==> src/rtl/memwb_skid.sv <==
// memwb_skid: two-entry elastic MEM/WB stage.
//
// Holds up to two writeback payloads: a main entry M (drives every output)
// and a skid entry S that catches the one extra payload MEM may send in the
// cycle writeback stalls. in_ready is taken from a register, so out_ready
// has no combinational path back to MEM. Write enables are gated with the
// main valid bit, so bubbles and flushed entries never write a register file.
//
// Ports:
//   clk, reset         rising-edge clock, asynchronous active-high reset
//   flush              synchronous discard of held and incoming entries
//   in_valid/in_ready  MEM-side handshake (in_ready registered)
//   *_in               payload from MEM (scalar, vector, ALU, rd, control, VL)
//   out_valid/out_ready writeback-side handshake
//   *_out              held payload (M contents) and gated write enables
//   occupancy          number of held entries, 0..2
module memwb_skid #(
    parameter int XLEN       = 32,
    parameter int VLEN       = 512,
    parameter int RD_W       = 5,
    parameter int VL_W       = 2,
    parameter int ZERO_GUARD = 1
) (
    input  logic              clk,
    input  logic              reset,
    input  logic              flush,
    input  logic              in_valid,
    output logic              in_ready,
    input  logic [XLEN-1:0]   readdata_in,
    input  logic [VLEN-1:0]   readdata512_in,
    input  logic [XLEN-1:0]   alu_result_in,
    input  logic [RD_W-1:0]   rd_in,
    input  logic              memtoreg_in,
    input  logic              regwrite_in,
    input  logic              WVRwrite_in,
    input  logic              SVRwrite_in,
    input  logic              NSRwrite1_in,
    input  logic [VL_W-1:0]   VL_in,
    output logic              out_valid,
    input  logic              out_ready,
    output logic [XLEN-1:0]   readdata_out,
    output logic [VLEN-1:0]   readdata512_out,
    output logic [XLEN-1:0]   alu_result_out,
    output logic [RD_W-1:0]   rd_out,
    output logic              memtoreg_out,
    output logic [VL_W-1:0]   VL_out,
    output logic              regwrite_out,
    output logic              WVRwrite_out,
    output logic              SVRwrite_out,
    output logic              NSRwrite1_out,
    output logic [1:0]        occupancy
);

    // Packed payload layout, LSB first:
    // NSRwrite1, SVRwrite, WVRwrite, regwrite, memtoreg, VL, rd, alu, vec, scalar.
    localparam int VL_LO    = 5;
    localparam int RD_LO    = VL_LO + VL_W;
    localparam int ALU_LO   = RD_LO + RD_W;
    localparam int VEC_LO   = ALU_LO + XLEN;
    localparam int RDATA_LO = VEC_LO + VLEN;
    localparam int PW       = RDATA_LO + XLEN;

    localparam int NSR_BIT  = 0;
    localparam int SVR_BIT  = 1;
    localparam int WVR_BIT  = 2;
    localparam int RW_BIT   = 3;
    localparam int MTR_BIT  = 4;

    localparam logic GUARD_EN = (ZERO_GUARD != 0);

    logic [PW-1:0] in_bundle_s;
    logic [PW-1:0] m_r, m_n_s;
    logic [PW-1:0] s_r, s_n_s;
    logic          mv_r, mv_n_s;
    logic          sv_r, sv_n_s;
    logic          accept_s, drain_s;
    logic          in_ready_r;
    logic [1:0]    occupancy_r;
    logic          regwrite_r, wvrwrite_r, svrwrite_r, nsrwrite_r;
    logic          regwrite_n_s, wvrwrite_n_s, svrwrite_n_s, nsrwrite_n_s;
    logic          rd_nonzero_s;

    assign in_bundle_s = {readdata_in, readdata512_in, alu_result_in, rd_in,
                          VL_in, memtoreg_in, regwrite_in, WVRwrite_in,
                          SVRwrite_in, NSRwrite1_in};

    // in_ready_r always equals ~sv_r; it is kept as its own flop so the
    // port is a pure register output.
    assign accept_s = in_valid & in_ready_r;
    assign drain_s  = mv_r & out_ready;

    // Next-state selection for both entries, highest priority first.
    always_comb begin
        m_n_s  = m_r;
        s_n_s  = s_r;
        mv_n_s = mv_r;
        sv_n_s = sv_r;
        if (flush) begin
            // Anything arriving this cycle is dropped along with held data.
            mv_n_s = 1'b0;
            sv_n_s = 1'b0;
        end else if ((~mv_r | drain_s) & sv_r) begin
            // S is older than any new input; in_ready is low so none arrives.
            m_n_s  = s_r;
            mv_n_s = 1'b1;
            sv_n_s = 1'b0;
        end else if (~mv_r | drain_s) begin
            if (accept_s) begin
                m_n_s  = in_bundle_s;
                mv_n_s = 1'b1;
            end else begin
                mv_n_s = 1'b0;
            end
        end else if (accept_s) begin
            // M is stalled; the accepted payload parks in the skid entry.
            s_n_s  = in_bundle_s;
            sv_n_s = 1'b1;
        end else begin
            m_n_s  = m_r;
            s_n_s  = s_r;
        end
    end

    // Gated write enables computed from the next main entry so they can be
    // registered alongside it.
    always_comb begin
        rd_nonzero_s = (m_n_s[RD_LO +: RD_W] != {RD_W{1'b0}});
        regwrite_n_s = m_n_s[RW_BIT]  & mv_n_s & (~GUARD_EN | rd_nonzero_s);
        wvrwrite_n_s = m_n_s[WVR_BIT] & mv_n_s;
        svrwrite_n_s = m_n_s[SVR_BIT] & mv_n_s;
        nsrwrite_n_s = m_n_s[NSR_BIT] & mv_n_s;
    end

    // State, payload and registered status outputs.
    always_ff @(posedge clk or posedge reset) begin
        if (reset) begin
            m_r         <= {PW{1'b0}};
            s_r         <= {PW{1'b0}};
            mv_r        <= 1'b0;
            sv_r        <= 1'b0;
            in_ready_r  <= 1'b1;
            occupancy_r <= 2'd0;
            regwrite_r  <= 1'b0;
            wvrwrite_r  <= 1'b0;
            svrwrite_r  <= 1'b0;
            nsrwrite_r  <= 1'b0;
        end else begin
            m_r         <= m_n_s;
            s_r         <= s_n_s;
            mv_r        <= mv_n_s;
            sv_r        <= sv_n_s;
            in_ready_r  <= ~sv_n_s;
            occupancy_r <= {1'b0, mv_n_s} + {1'b0, sv_n_s};
            regwrite_r  <= regwrite_n_s;
            wvrwrite_r  <= wvrwrite_n_s;
            svrwrite_r  <= svrwrite_n_s;
            nsrwrite_r  <= nsrwrite_n_s;
        end
    end

    assign in_ready        = in_ready_r;
    assign out_valid       = mv_r;
    assign occupancy       = occupancy_r;
    assign readdata_out    = m_r[RDATA_LO +: XLEN];
    assign readdata512_out = m_r[VEC_LO +: VLEN];
    assign alu_result_out  = m_r[ALU_LO +: XLEN];
    assign rd_out          = m_r[RD_LO +: RD_W];
    assign VL_out          = m_r[VL_LO +: VL_W];
    assign memtoreg_out    = m_r[MTR_BIT];
    assign regwrite_out    = regwrite_r;
    assign WVRwrite_out    = wvrwrite_r;
    assign SVRwrite_out    = svrwrite_r;
    assign NSRwrite1_out   = nsrwrite_r;

endmodule

==> config.mk <==
export PLATFORM = sky130hd
export DESIGN_NAME = memwb_skid
export DESIGN_NICKNAME = d
export VERILOG_FILES = /design/src/rtl/memwb_skid.sv
export SDC_FILE = /design/constraint.sdc
export NUM_CORES = 2
export LEC_CHECK = 0
export ABC_AREA = 1
export ABC_CLOCK_PERIOD_IN_PS = 45800
export CAP_MARGIN = 20
export CORE_AREA = 8 8 454 456
export DETAILED_ROUTE_END_ITERATION = 16
export DIE_AREA = 0 0 462 464
export PLACE_DENSITY_LB_ADDON = 0.05
export SYNTH_ARGS = -nofsm -noshare
export SYNTH_HDL_FRONTEND = slang
export SYNTH_SLANG_ARGS = --single-unit
export TNS_END_PERCENT = 20
==> constraint.sdc <==
create_clock -name clk -period 45.8 [get_ports clk]
set_input_delay 6.87 -clock clk [delete_from_list [all_inputs] [get_ports clk]]
set_output_delay 6.87 -clock clk [all_outputs]
set_load 0.01 [all_outputs]
## Word-level counts from Yosys, hierarchy flattened

Index checks and enable logic that the tools add are counted.

- Register bits: 1185
- Word-level logic and storage cells: 43

- $add $sub $neg: 1
- Muxes and demuxes: 12
- Bitwise logic cells: 14
- Reduce and logical (&&, ||, !) cells: 5

Operator list:

| kind | count |
|---|---|
| $mux 588 | 3 |
| $mux 12 | 1 |
| $and 1x1->1 | 8 |
| $mux 1 | 8 |
| $not 1->1 | 5 |
| $reduce_bool 5->1 | 1 |
| $reduce_and 4->1 | 1 |
| $reduce_bool 2->1 | 2 |
| $reduce_and 3->1 | 1 |
| $add 1x1->2 | 1 |
| $or 1x1->1 | 1 |

## Depth between registers and ports, before layout

- Depth in word-level cells: 7
- Depth in mapped cells: 10

## Worst setup path before layout

OpenSTA, ideal clock, no wires.

- Kind: in2reg
- From: input port in_valid
- To: register s_r[100]
- Library setup time: 0.121 ns
- Arrival: 7.810 ns
- Required time: 45.679 ns
- Slack: 37.869 ns
- Stages: 7
- Buffers on the path: 3
- Cell sequence: nand2_1 > inv_1 > nand3_2 > buf_2 > clkbuf_1 > buf_2 > o21ai_1

- Longest elaborated chain between the ends: 2

Ends and longest elaborated chain:

| item | line | RTL |
|---|---|---|
| start: declaration | 27 | `input logic in_valid,` |
| $and 1x1->1 | 89 | `assign accept_s = in_valid & in_ready_r;` |
| $reduce_and 4->1 (no line) | - |  |
| end signal: assignment | 138 | `s_r <= {PW{1'b0}};` |
| end signal: assignment | 149 | `s_r <= s_n_s;` |
| end: declaration | 73 | `logic [PW-1:0] s_r, s_n_s;` |

No other way between the ends.
A chain may end at the register's enable or synchronous reset.

==> impl_results.md <==
* Clock Power Share at 38.2%
* Synth Warn # at 0
* CTS Sinks at 1185
* Setup bufs post-CTS at 0
* Sequential Power Share at 43.5%
* Fraction of final layout cells sized beyond drive strength 1 at 4.03%
* Skew final at 23.9 ps
* Final Total Pwr at 0.00312 W
* I/O Buffers at 1184
* Final worst-path cycle share at 24.6%
* WP data required at 46630 ps
* Post-route DRC violation count at 0
* Largest net degree at the start of global routing at 206
* Slew headroom at 16.5%
* Top cells by area, synth: dfrtp_1 (52%), nand2_1 (19%), buf_4 (7.7%)
* Register area share after synthesis at 52.1%
* Critical Path, Cell by Cell: clkdlybuf4s50_1 -> inv_8 -> buf_4 -> buf_4 -> buf_4 -> buf_4 -> buf_4
* H-tree depth at 4
* Worst-Skew Late Latency at 780 ps
* Crit path max fanout at 112
* Slowest cell on crit path: buf_4
* DP HPWL at 156 mm
* Leakage at 34.4 nW
* CTS Buf Count at 149
* 1st-iter DRT viols at 3492
* Nets at 7934
* Number of global-route vias before repair at 46200
* Starting density of the core at 28.6%
* Synthesis-to-finish area growth at 25.1%
* Gate power share at 18.3%
* Vias per cell at 4.59
* Final Hold Viols at 0
* First-pass GRT wire length at 337 mm
* Resized Gates After CTS at 0
* Critical setup path kind: in2async
* Avg Synthesized Cell Area at 8.16 sq um
* WL/cell at 22.9 um
* Pwr Density at 43.8 nW/um^2
* Fmax at 0.0888 GHz
* Status: finished, final reports clean
* Worst Setup End Kind: async pin
* Startpoint Class: input port
* Max-cap violation count at 0
* Slew at the pin closest to its max-slew limit at 1250 ps
* Final setup viols at 0
* Synth Instances at 6975
* Minimum clock period at 11270 ps
* Switching share of power at 28.9%
* Clock slew at reported path FFs at 60 ps
* I/O pin count at 1185
* Post-synth EDFFs at 0
* Cell type with the largest total area after synthesis: dfrtp_1
* Final Max Tran Viols at 0
* Die height at 464 um
* CTS root buffer: clkbuf_16
* Overall die area at 214000 sq um
* First-pass detailed-route iteration total at 8
* Top_reg_cell synth: dfrtp_1
* Pint at 0.00222 W
* CP peak stage delay at 880 ps
* Most frequent cells after synthesis: nand2_1 (2849), dfrtp_1 (1184), inv_1 (606)
* GPL Wtd Cong at 0.799
* Overall global routing resource usage at 20.8%
* Async set-reset flop share out of synthesis at 100%
* NetSw at 0.000902 W
* Post-synthesis register bit count at 1185
* Syn_nets at 7569
* RSZ-0062 raised after global routing: false
* Worst vdd ir at 31.3 uV
* Core ar. at 199000 sq um
* Via count at 46500
* Count leader, synth: nand2_1
* Yosys top cell area share at 52.1%
* Crit path DAT at 12090 ps
* Mapped Area at 56900 sq um
* Delay-heaviest family, CP: buffers and inverters
* Die W at 462 um
* Cell area after layout at 71200 sq um
* CTS Hold Bufs at 0
* Final ANT Viol Nets at 0
* Initial antenna violation count at 77
* Row count at 164
* Grt total ovfl at 0
* Yosys cell types at 23
* CTS tree: yes
* TNS Setup at 0 ps
* CP bufs+invs at 7
* Cell repeated most along the worst path: buf_4
* Max Root-Sink Buffers at 3
* Hold Crit Class: reg2reg
* Placed inst area at 66200 sq um
* Final wirelength at 232 mm
-- kinds of logic after synthesis --
group	Yosys count	synth area share (%)
AO/OA/AOI/OAI	1172	12.7
adder cells (fa/ha/maj)	1	0.0220
buffers and inverters	1646	15.4
flip-flops	1185	52.1
multiplexers	1	0.0198
AND/OR/NAND/NOR	2970	19.8
-- per-layer routing --
metal,GRT usage [%],vias to the layer above,routed length (um)
met5,0,-,210
met4,6.79,34,7120
met3,5.41,337,15000
met2,33.6,1345,108000
met1,27.2,22600,102000
li1,-,22100,-
-- path summary, 6_finish.rpt --
path                                   endpoint  depth (start not counted)  slack, ps                  from
setup reg to reg           m_r[197]$_DFFE_PP0P_                         10      40930        sv_r$_DFF_PP0_
max in group clk           m_r[312]$_DFFE_PP0P_                          8      35150                 flush
setup / recovery           s_r[565]$_DFFE_PP0P_                          7      34530                 reset
hold reg to reg            m_r[233]$_DFFE_PP0P_                          2        480  m_r[233]$_DFFE_PP0P_
hold / removal             m_r[233]$_DFFE_PP0P_                          2        480  m_r[233]$_DFFE_PP0P_
min in group asynchronous  s_r[127]$_DFFE_PP0P_                          2       6700                 reset
-- worst register-to-register path, delay by kind of cell (launching register included) --
kind | cells | cell delay [ps]
AOI/OAI and AO/OA | 1 | 110
DFF | 1 | 1010
buffers and inverters | 5 | 3180
and+or+nand+nor | 4 | 520
-- layout make-up --
type                    count  area, sq um
flip-flops and latches   1185        29700
inverters                 611         2310
multi-input cells        4144        18500
clock buffers             223         4400
diodes                     24         60.1
clock inverters            34          448
repair buffers           1249        12500
well taps                2656         3320
fillers                 20800       127000
-- placed cells by master, fill, tap and decap left out, types with 3 or more instances in the layout --
cell             Yosys  final
dfrtp_1           1184   1183
or2_1                3      3
nand2_1           2849   2849
nand3_1             54     54
o21ai_1            299    299
clkinv_2             0     18
clkbuf_8             0     33
bufinv_16            0     10
inv_6                0      3
o21ai_0            291    291
diode_2              0     24
a21oi_1             45     45
buf_12               0      6
clkdlybuf4s50_1      0   1184
nor2_1              55     54
o31ai_1            537    537
nor2_4               2      3
clkbuf_16            0    152
inv_1              606    605
inv_2                5      4
clkbuf_1           141     38
buf_4              583     57
-- per-stage QoR --
stage | util (%) | hold slack (ps) | setup slack, ps | cells
5_1_grt | 35.8 | 489 | 33760 | 10100
3_3_place_gp | 33.3 | 462 | 33400 | 9843
2_1_floorplan | - | 450 | 5550 | 6975
4_1_cts | 35.8 | 479 | 34330 | 10100
6_report | 35.8 | 475 | 34530 | 10100
3_5_place_dp | 33.3 | 464 | 33460 | 9843
-- power groups by stage --
stage	combinational [W]	clock [W]	sequential (W)
2_1_floorplan	0.000374	0	0.00134
3_3_place_gp	0.000578	0	0.00137
3_5_place_dp	0.000581	0	0.00137
4_1_cts	0.000584	0.00123	0.00136
5_1_grt	0.000636	0.00127	0.00138
6_report	0.000571	0.00119	0.00136
Power figures use the tool's default switching activity.
